===== config.mk =====
export PLATFORM = sky130hd
export DESIGN_NAME = uart_wb_cmd_engine
export DESIGN_NICKNAME = d
export VERILOG_FILES = /design/src/rtl/uart_wb_pkg.sv /design/src/rtl/uart_wb_byte_shift.sv /design/src/rtl/uart_wb_cmd_engine.sv
export SDC_FILE = /design/constraint.sdc
export NUM_CORES = 1
export LEC_CHECK = 0
export BUFFER_PORTS_ARGS = -buffer_cell sky130_fd_sc_hd__buf_2
export CORE_UTILIZATION = 57
export CTS_CLUSTER_DIAMETER = 120
export DETAILED_ROUTE_END_ITERATION = 12
export GPL_ROUTABILITY_DRIVEN = 0
export GPL_TIMING_DRIVEN = 0
export PLACE_DENSITY = 0.9
export SLEW_MARGIN = 30
export SYNTH_ARGS = -nofsm -noshare
export SYNTH_HDL_FRONTEND = slang
export SYNTH_HIERARCHICAL = 1
export SYNTH_SLANG_ARGS = --single-unit

===== constraint.sdc =====
create_clock -name clk -period 3.35 [get_ports clk]
set_input_delay 0.335 -clock clk [delete_from_list [all_inputs] [get_ports clk]]
set_output_delay 0.335 -clock clk [all_outputs]
set_load 0.1 [all_outputs]

===== src/rtl/uart_wb_pkg.sv =====
// Shared definitions for the UART-to-Wishbone command engine: command codes,
// FSM state encoding and frame geometry.
package uart_wb_pkg;

  localparam logic [7:0] CMD_WR = 8'h01;
  localparam logic [7:0] CMD_RD = 8'h02;

  localparam int ADDR_BYTES = 4;
  localparam int WORD_BYTES = 4;

  typedef enum logic [2:0] {
    IDLE,
    SIZE,
    ADDR,
    WDATA,
    WB,
    RESP
  } stateT;

  // Next word address; the low two bits ride along untouched and the upper bits wrap.
  function automatic logic [31:0] nextWordAddr(input logic [31:0] a);
    return {a[31:2] + 30'd1, a[1:0]};
  endfunction

endpackage


===== src/rtl/uart_wb_byte_shift.sv =====
// 32-bit MSB-first byte shift register with a byte counter; done pulses on the
// byte that completes a word. A parallel load lets the owner overwrite the word.
module uart_wb_byte_shift
  import uart_wb_pkg::*;
#(
  parameter int NBYTES = WORD_BYTES
) (
  input  logic        clk,
  input  logic        resetn,
  input  logic        clear,
  input  logic        shift,
  input  logic [7:0]  din,
  input  logic        load,
  input  logic [31:0] loadVal,
  output logic [31:0] data,
  output logic        done
);

  localparam int CW = (NBYTES > 1) ? $clog2(NBYTES) : 1;

  logic [CW-1:0] cnt;

  assign done = shift && (cnt == CW'(NBYTES - 1));

  always_ff @(posedge clk) begin
    if (!resetn) begin
      data <= '0;
      cnt  <= '0;
    end else begin
      if (clear) begin
        cnt <= '0;
      end else if (shift) begin
        cnt <= done ? '0 : cnt + 1'b1;
      end
      if (load) begin
        data <= loadVal;
      end else if (shift) begin
        data <= {data[23:0], din};
      end
    end
  end

endmodule


===== src/rtl/uart_wb_cmd_engine.sv =====
// Host frame parser and Wishbone master for the debug UART bridge.
// Optional WB_TIMEOUT_EN: bounds each bus cycle and substitutes ERR_WORD on read timeout.
module uart_wb_cmd_engine
  import uart_wb_pkg::*;
#(
  parameter int          RX_GAP_CYC = 1000000,
  parameter int          WB_TIMEOUT = 1024,
  parameter logic [31:0] ERR_WORD   = 32'hDEADBEEF
) (
  input  logic        clk,
  input  logic        resetn,
  input  logic [7:0]  rx_data,
  input  logic        rx_valid,
  output logic [7:0]  tx_data,
  output logic        tx_valid,
  input  logic        tx_ready,
  output logic        wbm_cyc_o,
  output logic        wbm_stb_o,
  output logic        wbm_we_o,
  output logic [3:0]  wbm_sel_o,
  output logic [31:0] wbm_adr_o,
  output logic [31:0] wbm_dat_o,
  input  logic [31:0] wbm_dat_i,
  input  logic        wbm_ack_i,
  output logic        busy_o,
  output logic        ovr_o
);

  localparam int GAPW = $clog2(RX_GAP_CYC + 1);

  stateT         state, nextState;
  logic          isWrite;
  logic [7:0]    wordsLeft;
  logic [GAPW-1:0] gapCnt;
  logic [1:0]    byteIdx;
  logic [31:0]   rdData;
  logic          ovr;

  logic inFrame, gapExpired, lastWord, txFire, lastByte;
  logic addrShift, addrDone, addrLoad, datShift, datDone;
  logic wbDone;
  logic [31:0] wbWord;

  assign inFrame    = (state == SIZE) || (state == ADDR) || (state == WDATA);
  assign gapExpired = inFrame && !rx_valid && (gapCnt == GAPW'(RX_GAP_CYC - 1));
  assign lastWord   = (wordsLeft == 8'd1);
  assign txFire     = tx_valid && tx_ready;
  assign lastByte   = (state == RESP) && txFire && (byteIdx == 2'd3);
  assign addrShift  = (state == ADDR) && rx_valid;
  assign datShift   = (state == WDATA) && rx_valid;
  assign addrLoad   = ((state == WB) && wbDone && isWrite && !lastWord) ||
                      (lastByte && !lastWord);

`ifdef WB_TIMEOUT_EN
  localparam int TOW = $clog2(WB_TIMEOUT + 1);

  logic [TOW-1:0] toCnt;
  logic           timedOut;

  assign timedOut = (state == WB) && !wbm_ack_i && (toCnt == TOW'(WB_TIMEOUT - 1));
  assign wbDone   = wbm_ack_i || timedOut;
  assign wbWord   = wbm_ack_i ? wbm_dat_i : ERR_WORD;

  always_ff @(posedge clk) begin
    if (!resetn || (state != WB) || wbDone) begin
      toCnt <= '0;
    end else begin
      toCnt <= toCnt + 1'b1;
    end
  end
`else
  logic unusedTimeoutParams;

  assign unusedTimeoutParams = ^{WB_TIMEOUT, ERR_WORD};
  assign wbDone = wbm_ack_i;
  assign wbWord = wbm_dat_i;
`endif

  uart_wb_byte_shift #(.NBYTES(ADDR_BYTES)) addrReg (
    .clk     (clk),
    .resetn  (resetn),
    .clear   (state == IDLE),
    .shift   (addrShift),
    .din     (rx_data),
    .load    (addrLoad),
    .loadVal (nextWordAddr(wbm_adr_o)),
    .data    (wbm_adr_o),
    .done    (addrDone)
  );

  uart_wb_byte_shift #(.NBYTES(WORD_BYTES)) wdataReg (
    .clk     (clk),
    .resetn  (resetn),
    .clear   (state == IDLE),
    .shift   (datShift),
    .din     (rx_data),
    .load    (1'b0),
    .loadVal (32'h0),
    .data    (wbm_dat_o),
    .done    (datDone)
  );

  always_comb begin
    nextState = state;
    case (state)
      IDLE:  if (rx_valid && ((rx_data == CMD_WR) || (rx_data == CMD_RD))) nextState = SIZE;
      SIZE:  if (rx_valid) nextState = (rx_data == 8'h00) ? IDLE : ADDR;
             else if (gapExpired) nextState = IDLE;
      ADDR:  if (addrDone) nextState = isWrite ? WDATA : WB;
             else if (gapExpired) nextState = IDLE;
      WDATA: if (datDone) nextState = WB;
             else if (gapExpired) nextState = IDLE;
      WB:    if (wbDone) nextState = !isWrite ? RESP : (lastWord ? IDLE : WDATA);
      RESP:  if (lastByte) nextState = lastWord ? IDLE : WB;
      default: nextState = IDLE;
    endcase
  end

  // A byte arriving while the bus or the response owns the engine cannot be held, so it is flagged.
  always_ff @(posedge clk) begin
    if (!resetn) begin
      state     <= IDLE;
      isWrite   <= 1'b0;
      wordsLeft <= '0;
      gapCnt    <= '0;
      byteIdx   <= '0;
      rdData    <= '0;
      ovr       <= 1'b0;
    end else begin
      state <= nextState;
      if ((state == IDLE) && rx_valid) isWrite <= (rx_data == CMD_WR);
      if ((state == SIZE) && rx_valid) begin
        wordsLeft <= rx_data;
      end else if (((state == WB) && wbDone && isWrite) || lastByte) begin
        wordsLeft <= wordsLeft - 1'b1;
      end
      if (!inFrame || rx_valid) gapCnt <= '0;
      else gapCnt <= gapCnt + 1'b1;
      if ((state == WB) && wbDone && !isWrite) begin
        rdData  <= wbWord;
        byteIdx <= '0;
      end else if ((state == RESP) && txFire) begin
        rdData  <= {rdData[23:0], 8'h00};
        byteIdx <= byteIdx + 1'b1;
      end
      if (((state == WB) || (state == RESP)) && rx_valid) ovr <= 1'b1;
    end
  end

  assign wbm_cyc_o = (state == WB);
  assign wbm_stb_o = (state == WB);
  assign wbm_we_o  = (state == WB) && isWrite;
  assign wbm_sel_o = (state == WB) ? 4'hF : 4'h0;
  assign tx_valid  = (state == RESP);
  assign tx_data   = (state == RESP) ? rdData[31:24] : 8'h00;
  assign busy_o    = (state != IDLE);
  assign ovr_o     = ovr;

endmodule


==> qor.txt, run 1 <==
Final Hold Viols = 0
PostCTS Resize Cnt = 0
# H-tree levels = 4
initial antenna violation count = 0
CP arrival = 3.22 ns
Tot GR Track Use = 29.2%
fill count = 911
VDD IR max = 348 uV
number of synthesized register bits = 135
Pins Over Slew Limit = 0
final layout net count = 1,043
Yosys top cell area share = 35.8%
Post-Syn Instances = 806
syn_area_per_cell = 9.37 um^2
Slew @ Worst Pin = 0.844 ns
Initial Utilization = 59.2%
Antenna Violating Nets Remaining = 0
Iteration-0 DRC Markers = 671
vias = 6,749
max_cap viols = 0
clock slew at reported path FFs = 0.06 ns
Area growth syn-to-layout = 22.2%
full die area = 0.0137 mm^2
Slew Limit Headroom = 43.3%
maximum clock rate = 344 MHz
PortBufs = 125
min Tclk post-route = 2.90 ns
unrepaired setup endpoints after global routing = no
TritonCTS clock tree = built
clock skew = 0.00897 ns
Die H = 117 um
Post-Syn Area = 0.00756 mm^2
CTS Buffer Depth = 2
wirelength, routed = 19,500 um
Worst Hold Class = in2reg
Ant. Diodes = 0
Die Wd = 117 um
most frequent cell after synthesis = dfxtp_1
final setup vio count = 0
total CTS buffers = 17
Worst Path Class, Setup = reg2reg
commonest cells in the netlist = dfxtp_1 (135), nand2_1 (75), o211a_1 (64)
Rows = 41
library cells used by synthesis = 65
GRT overflow = 0
DP Cell Count = 1,144
Pre-antenna DRT Iters = 5
Yosys top cell by area = dfxtp_1
crit path max fanout = 10
Synth area leaders = dfxtp_1 (36%), mux2_4 (10%), o211a_1 (8.5%), nand2_1 (3.7%), or2b_1 (3.2%)
Hold-fix buffers, CTS = 0
vias in the first global route = 6,371
core area = 0.0128 mm^2
setup bufs post-CTS = 0
non-filler instance count after layout = 1,176
Power per Cell Area = 455 mW/mm^2
crit end category = flip-flop
DRC errors left = 0
clk sinks = 135
Worst Path Required = 3.67 ns
Async SR Flop Fraction = 0%
first-pass GRT wire length = 31,000 um
CP Launch Type = flip-flop
Leakage = 4.39 nW
clk root buf = clkbuf_16
Boundary Pins = 127
HPWL after detailed placement = 13,300 um
clk_lat worst skew = 0.43 ns
synth warn = 6
Tcrit/Tclk final = 86.7%
vias per cell = 5.74
largest net degree at the start of global routing = 17
Post-synth EDFFs = 0
status = complete, no violations
register area share after synthesis = 35.8%
Finished Core Util = 72.3%
final setup TNS = 0 ns
mean routed wirelength per cell = 16.5 um
top_reg_cell synth = dfxtp_1
layout cells sized above 1 = 25.1%
[cells by family (layout without fill, tap and decap cells)]
family / Yosys count / count (layout) / synth area share, %
DFF: 135 / 135 / 35.8
and+or+nand+nor: 310 / 310 / 22.3
buffers and inverters: 82 / 239 / 5.61
muxes: 68 / 68 / 12.7
AOI/OAI and AO/OA: 161 / 161 / 17.6
adders and majority gates: 7 / 7 / 1.16
other: 1 / 42 / 0.0496
xor gates and xnor gates: 42 / 42 / 4.87
[sequential cells by signal, indices dropped and copies added (netlist names)]
register	cells
addrReg/cnt	2
wdataReg/data	32
wdataReg/cnt	2
state	3
rdData	32
byteIdx	2
addrReg/data	32
ovr_o	1
wordsLeft	8
gapCnt	20
isWrite	1
[routing by layer]
| layer | track usage, % | vias to the layer above | wire, um |
|---|---|---|---|
| li1 | - | 3236 | - |
| met1 | 36.1 | 3260 | 8290 |
| met2 | 50.0 | 222 | 9830 |
| met3 | 5.77 | 31 | 1020 |
| met4 | 11.7 | 0 | 311 |
| met5 | 0 | - | 0 |
[power by group]
part / total [mW] / internal (mW) / switching (mW) / leakage [nW]
logic: 0.397 / 0.105 / 0.292 / 2.97
registers: 1.66 / 1.63 / 0.0222 / 1.10
clock network: 2.14 / 1.40 / 0.744 / 0.324
total: 4.20 / 3.14 / 1.06 / 4.39
[worst max-delay path: stages, from the launching register on]
cell and delay [ns]:
dfxtp_1 0.39, clkbuf_1 0.34, nand3b_1 0.25, o22a_1 0.32, nor2_1 0.67, clkbuf_1 0.42, or2b_1 0.27, o211a_1 0.13
[final timing paths]
kind	startpoint	cells past startpoint	to	slack [ns]
max	state[2]	7	addrReg/data[29]	0.45
min	wbm_dat_i[3]	3	rdData[3]	0.16
max reg2reg	state[2]	7	addrReg/data[29]	0.45
min reg2reg	rdData[23]	2	rdData[23]	0.46
[cell usage in the layout, fill, tap and decap left out, types with 6 or more instances in the layout]
cell type  synthesis  routed
o211a_1           64      64
nor2_1            58      58
nand4_1           15      15
and2_1            10      10
or2b_1            32      32
bufinv_16          0       6
and3_1             6       6
dfxtp_1          135     135
buf_2              9     134
a311oi_1          17      17
and4_1             6       6
buf_4              7       7
clkbuf_16          0      17
a22oi_1           16      16
ha_1               7       7
buf_6              6       6
nand2_1           75      75
xnor2_1           24      24
nand2b_1          38      38
a21oi_1           25      25
xor2_1            18      18
nor3_1            13      13
inv_1             21      21
conb_1             1      42
or4_1              8       8
nand3_1           22      22
clkbuf_1          34      34
mux2_4            52      52
mux2_2            13      13
[final cells by class]
cell class / count / area (um^2) / share of cell area, %
Inverter: 21 / 78.8 / 0.854
Timing Repair Buffer: 125 / 626 / 6.78
Clock buffer: 17 / 425 / 4.61
Clock inverter: 15 / 249 / 2.70
Tap cell: 172 / 215 / 2.33
Buffer: 61 / 345 / 3.74
Sequential cell: 135 / 2700 / 29.3
Multi-Input combinational cell: 630 / 4590 / 49.7
[through the flow]
stage	hold WS [ns]	setup WS (ns)	area, um^2	total power [mW]
final	0.161	0.446	9230	4.20
after global routing	0.158	0.234	9230	4.31
after floorplan	0.437	0.261	7710	1.99
after global placement	0.443	0.549	8550	2.07
after detailed placement	0.448	0.503	8560	2.07
after CTS	0.155	0.503	9230	4.20
(Power assumes the default switching activity.)
==> run 2: changes to the inputs <==
Settings changed: CORE_UTILIZATION 57 to 59, CTS_BUF_LIST set to sky130_fd_sc_hd__clkbuf_4, PLACE_DENSITY 0.9 to 0.92.
==> qor.txt, run 2 (same netlist as run 1, synthesis figures left out) <==
clk root buf = clkbuf_4
status = complete, no violations
clock skew = 0.0135 ns (+0.00454 ns)
CTS Buffer Depth = 2 (unchanged)
crit end category = primary output
GRT overflow = 0 (unchanged)
Slew Limit Headroom = 44.5% (+1.2 points)
layout cells sized above 1 = 24.8% (-0.32 points)
Initial Utilization = 61.6% (+2.5 points)
PostCTS Resize Cnt = 0 (unchanged)
final setup vio count = 0 (unchanged)
setup bufs post-CTS = 0 (unchanged)
Worst Path Required = 3.01 ns (-0.66 ns)
vias = 6,743 (-0.089%)
Hold-fix buffers, CTS = 1 (+1)
Die Wd = 115 um (-1.7%)
Ant. Diodes = 0 (unchanged)
final layout net count = 1,044 (+0.096%)
HPWL after detailed placement = 13,200 um (-0.71%)
CP arrival = 2.63 ns (-0.59 ns)
Worst Path Class, Setup = reg2out
mean routed wirelength per cell = 15.7 um (-5.2%)
Power per Cell Area = 356 mW/mm^2 (-22%)
Overall Power = 3.15 mW (-25%)
first-pass GRT wire length = 30,200 um (-2.3%)
PortBufs = 125 (unchanged)
Slew @ Worst Pin = 0.830 ns (-0.0138 ns)
# H-tree levels = 4 (unchanged)
unrepaired setup endpoints after global routing = no
clk_lat worst skew = 0.55 ns (+0.12 ns)
Rows = 40 (-2.4%)
TritonCTS clock tree = built
Worst Hold Class = in2reg
maximum clock rate = 337 MHz (-2.1%)
initial antenna violation count = 0 (unchanged)
Die H = 115 um (-1.7%)
Tot GR Track Use = 28.8% (-0.37 points)
final setup TNS = 0 ns (unchanged)
clock slew at reported path FFs = 0.11 ns (+0.05 ns)
most frequent cells in the layout = dfxtp_1 (135), buf_2 (134), nand2_1 (75)
Area growth syn-to-layout = 17.0%
Final Hold Viols = 0 (unchanged)
largest net degree at the start of global routing = 17 (unchanged)
vias in the first global route = 6,322 (-0.77%)
fill count = 921 (+1.1%)
Largest regs = addrReg/data (32), rdData (32), wdataReg/data (32)
DRC errors left = 0 (unchanged)
min Tclk post-route = 2.97 ns (+0.0629 ns)
Boundary Pins = 127 (unchanged)
VDD IR max = 296 uV (-15%)
leading cell type in the layout, fill and taps excluded = dfxtp_1
crit path max fanout = 10 (unchanged)
full die area = 0.0133 mm^2 (-3.3%)
clk sinks = 135 (unchanged)
Antenna Violating Nets Remaining = 0 (unchanged)
max_cap viols = 0 (unchanged)
Iteration-0 DRC Markers = 624 (-7.0%)
core area = 0.0123 mm^2 (-4.0%)
CP Launch Type = flip-flop
Pre-antenna DRT Iters = 5 (unchanged)
vias per cell = 5.75 (+0.17%)
Tcrit/Tclk final = 88.5% (+1.9 points)
Leakage = 4.24 nW (-3.6%)
total CTS buffers = 17 (unchanged)
Pins Over Slew Limit = 0 (unchanged)
final hold slack = 0.0382 ns (-0.123 ns)
r2r setup slk = 0.43 ns (-0.02 ns)
wirelength, routed = 18,400 um (-5.5%)
-- run 2: cell types whose count changed in the layout (fill, tap and decap cells not counted) --
cell	before	now
clkinv_2	2	7
bufinv_16	6	3
clkinv_1	0	3
clkinv_4	2	0
inv_6	3	0
clkinvlp_4	2	0
clkbuf_16	17	0
clkbuf_4	0	19
dlygate4sd3_1	0	1
-- run 2: layout make-up --
| class | instances | area [um^2] | area share, % |
|---|---|---|---|
| well taps | 168 | 210 | 2.38 |
| clock inverters | 13 | 136 | 1.54 |
| clock buffers | 19 | 143 | 1.61 |
| multi-input cells | 630 | 4590 | 51.9 |
| flip-flops and latches | 135 | 2700 | 30.6 |
| inverters | 21 | 78.8 | 0.892 |
| repair buffers | 126 | 636 | 7.19 |
| plain buffers | 61 | 345 | 3.91 |
-- run 2: power by group --
group          switching [mW]  total (mW)  internal, mW
Combinational           0.289       0.395         0.106
Clock                   0.582        1.10         0.517
Sequential             0.0211        1.65          1.63
Total                   0.892        3.15          2.25
-- run 2: metal layers --
| metal | track usage [%] | part of all wire, % | wire (um) |
|---|---|---|---|
| met5 | 0 | 0 | 0 |
| met4 | 11.7 | 1.9 | 346 |
| met3 | 5.85 | 5.5 | 1010 |
| met2 | 47.8 | 48 | 8920 |
| met1 | 36.7 | 44 | 8120 |
-- run 2: worst max-delay path, stage by stage, from the launching register on --
cell and delay, ns:
dfxtp_1 0.42, clkbuf_1 0.34, nand3b_1 0.26, inv_1 0.15, clkbuf_1 0.30, and2_1 0.19, buf_2 0.42
-- run 2: metrics by stage --
| step | worst slack [ns] | cells | utilization [%] | instance area [um^2] |
|---|---|---|---|---|
| 4_1_cts | 0.372 | 1173 | 72.1 | 8840 |
| 3_3_place_gp | 0.536 | 1140 | 69.7 | 8550 |
| 2_1_floorplan | 0.261 | 847 | - | 7710 |
| 6_report | 0.384 | 1173 | 72.1 | 8840 |
| 3_5_place_dp | 0.515 | 1140 | 69.7 | 8550 |
| 5_1_grt | 0.174 | 1173 | 72.1 | 8840 |
-- run 2: path summary, 6_finish.rpt --
| kind | startpoint | to | cells after the start |
|---|---|---|---|
| setup / recovery | state[2] | tx_data[1] | 6 |
| setup reg to reg | state[2] | addrReg/data[23] | 7 |
| hold reg to reg | rdData[21] | rdData[21] | 2 |
| hold / removal | wbm_dat_i[7] | rdData[7] | 3 |
==> run 3: changes to the inputs <==
Settings changed: PLACE_DENSITY 0.92 to 0.83.
Clock period 3.35 ns to 3 ns, I/O delays scaled along.
==> qor.txt, run 3 (same netlist as run 1, synthesis figures left out) <==
status = complete, no violations
total CTS buffers = 17 (unchanged)
clock skew = 0.0198 ns (+0.00634 ns)
Slew Limit Headroom = 48.9% (+4.5 points)
Flop pwr share = 50.7% (-1.8 points)
DRC errors left = 0 (unchanged)
Worst Hold Class = in2reg
clk root buf = clkbuf_4
vias per cell = 5.59 (-2.7%)
Area growth syn-to-layout = 21.5%
max_cap viols = 0 (unchanged)
clock slew at reported path FFs = 0.11 ns (about the same)
internal power = 2.56 mW (+13%)
r2r setup slk = 0.27 ns (-0.16 ns)
crit path max fanout = 10 (unchanged)
Worst R2R Path Depth = 11 (+4)
Initial Utilization = 61.6% (unchanged)
most frequent cells in the layout = dfxtp_1 (135), buf_2 (134), nand2_1 (75)
Tot GR Track Use = 28.9% (+0.033 points)
HPWL after detailed placement = 12,500 um (-5.4%)
CP Launch Type = flip-flop
Finished Core Util = 74.9% (+2.8 points)
core area = 0.0123 mm^2 (unchanged)
Worst Path Class, Setup = reg2out
wirelength, routed = 18,500 um (+0.61%)
maximum clock rate = 353 MHz
Pins Over Slew Limit = 0 (unchanged)
NetSw = 1.08 mW (+21%)
Iteration-0 DRC Markers = 564 (-9.6%)
Pre-antenna DRT Iters = 6 (+1)
first-pass GRT wire length = 30,100 um (-0.34%)
final setup vio count = 0 (unchanged)
unrepaired setup endpoints after global routing = no
mean routed wirelength per cell = 15.4 um (-2.0%)
Slew @ Worst Pin = 0.760 ns (-0.0696 ns)
full die area = 0.0133 mm^2 (unchanged)
vias = 6,733 (-0.15%)
Final Cell Area = 0.00918 mm^2 (+3.8%)
VDD IR max = 349 uV (+18%)
Clk network pwr share = 36.4% (+1.5 points)
Worst Path Required = 2.70 ns (-0.31 ns)
vias in the first global route = 6,258 (-1.0%)
leading cell type in the layout, fill and taps excluded = dfxtp_1
largest net degree at the start of global routing = 17 (unchanged)
Rows = 40 (unchanged)
Slowest cell on crit path = buf_2
dpl cell area = 0.00855 mm^2 (about the same)
GRT overflow = 0 (unchanged)
non-filler instance count after layout = 1,204 (+2.6%)
HP Start = wbm_dat_i[27]
reg-to-reg endpoint = state[0]
CP Cell Sequence = clkbuf_1 > nand3b_1 > inv_1 > clkbuf_2 > and2_1 > buf_2
# H-tree levels = 4 (unchanged)
switching share of power = 29.7% (+1.3 points)
Final WS setup = 0.164 ns (-0.219 ns)
CP arrival = 2.54 ns (-0.09 ns)
Gate power share = 12.9% (+0.3 points)
Antenna Violating Nets Remaining = 0 (unchanged)
Overall Power = 3.64 mW (+16%)
Leakage = 4.35 nW (+2.8%)
final layout net count = 1,074 (+2.9%)
reg2reg start = state[1]
Tcrit/Tclk final = 94.5%
Largest regs = addrReg/data (32), rdData (32), wdataReg/data (32)
CTS Buffer Depth = 2 (unchanged)
clk_lat worst skew = 0.58 ns (+0.03 ns)
final hold slack = 0.0504 ns (+0.0123 ns)
Boundary Pins = 127 (unchanged)
PortBufs = 125 (unchanged)
crit end category = primary output
final setup TNS = 0 ns (unchanged)
Power per Cell Area = 396 mW/mm^2 (+11%)
DP Cell Count = 1,140 (unchanged)
layout cells sized above 1 = 24.4% (-0.33 points)
TritonCTS clock tree = built
initial antenna violation count = 0 (unchanged)
clk sinks = 135 (unchanged)
Die Wd = 115 um (unchanged)
Crit path largest cell delay = 0.43 ns (about the same)
Worst Hold End = rdData[27]
Final Hold Viols = 0 (unchanged)
Hold Path Depth = 3 (unchanged)
pre-CTS setup slack = 0.164 ns (-0.351 ns)
Die H = 115 um (unchanged)
setup bufs post-CTS = 0 (unchanged)
min Tclk post-route = 2.84 ns
==> run 3: power groups by stage <==
stage / Combinational [mW] / Sequential, mW / Clock (mW)
final: 0.469 / 1.85 / 1.32
after global routing: 0.492 / 1.85 / 1.42
after CTS: 0.458 / 1.85 / 1.35
after detailed placement: 0.427 / 1.89 / 0
after global placement: 0.425 / 1.89 / 0
after floorplan: 0.126 / 2.10 / 0
==> run 3: worst max path at each step <==
stage                          start  slack, ns               end
global placement            state[2]       0.23  addrReg/data[24]
finish                      state[2]       0.16        tx_data[2]
global route                state[2]       0.03        tx_data[2]
floorplan           addrReg/data[16]       0.12  addrReg/data[31]
detailed placement          state[2]       0.16  addrReg/data[26]
CTS                         state[2]       0.14  addrReg/data[29]
==> run 3: layout make-up <==
class	instances	area [um^2]
tap	168	210
multi-input combinational	630	4590
buffer	61	347
antenna	1	2.50
clock inverter	14	176
inverter	21	78.8
clock buffer	18	135
sequential	135	2700
fill	922	3080
timing repair buffer	156	936
==> run 3: routing by layer <==
layer	track usage (%)	wire, um	vias up
met1	37.3	8280	3176
met2	47.1	8870	218
met5	0	0	-
li1	-	-	3300
met3	5.38	886	39
met4	12.6	466	0
==> run 3: worst max-delay path, delay by kind of cell, from the launching register on <==
family                 cells  cell delay, ns
buffers and inverters      4            1.15
AND/OR/NAND/NOR            2            0.41
flip-flops                 1            0.40
==> run 3: timing repair <==
item | CTS | global route
hold endpoints to repair | 30 | 1
resized for setup | 0 | 1
hold buffers | 30 | 1
endpoints found under the setup margin | 0 | 13
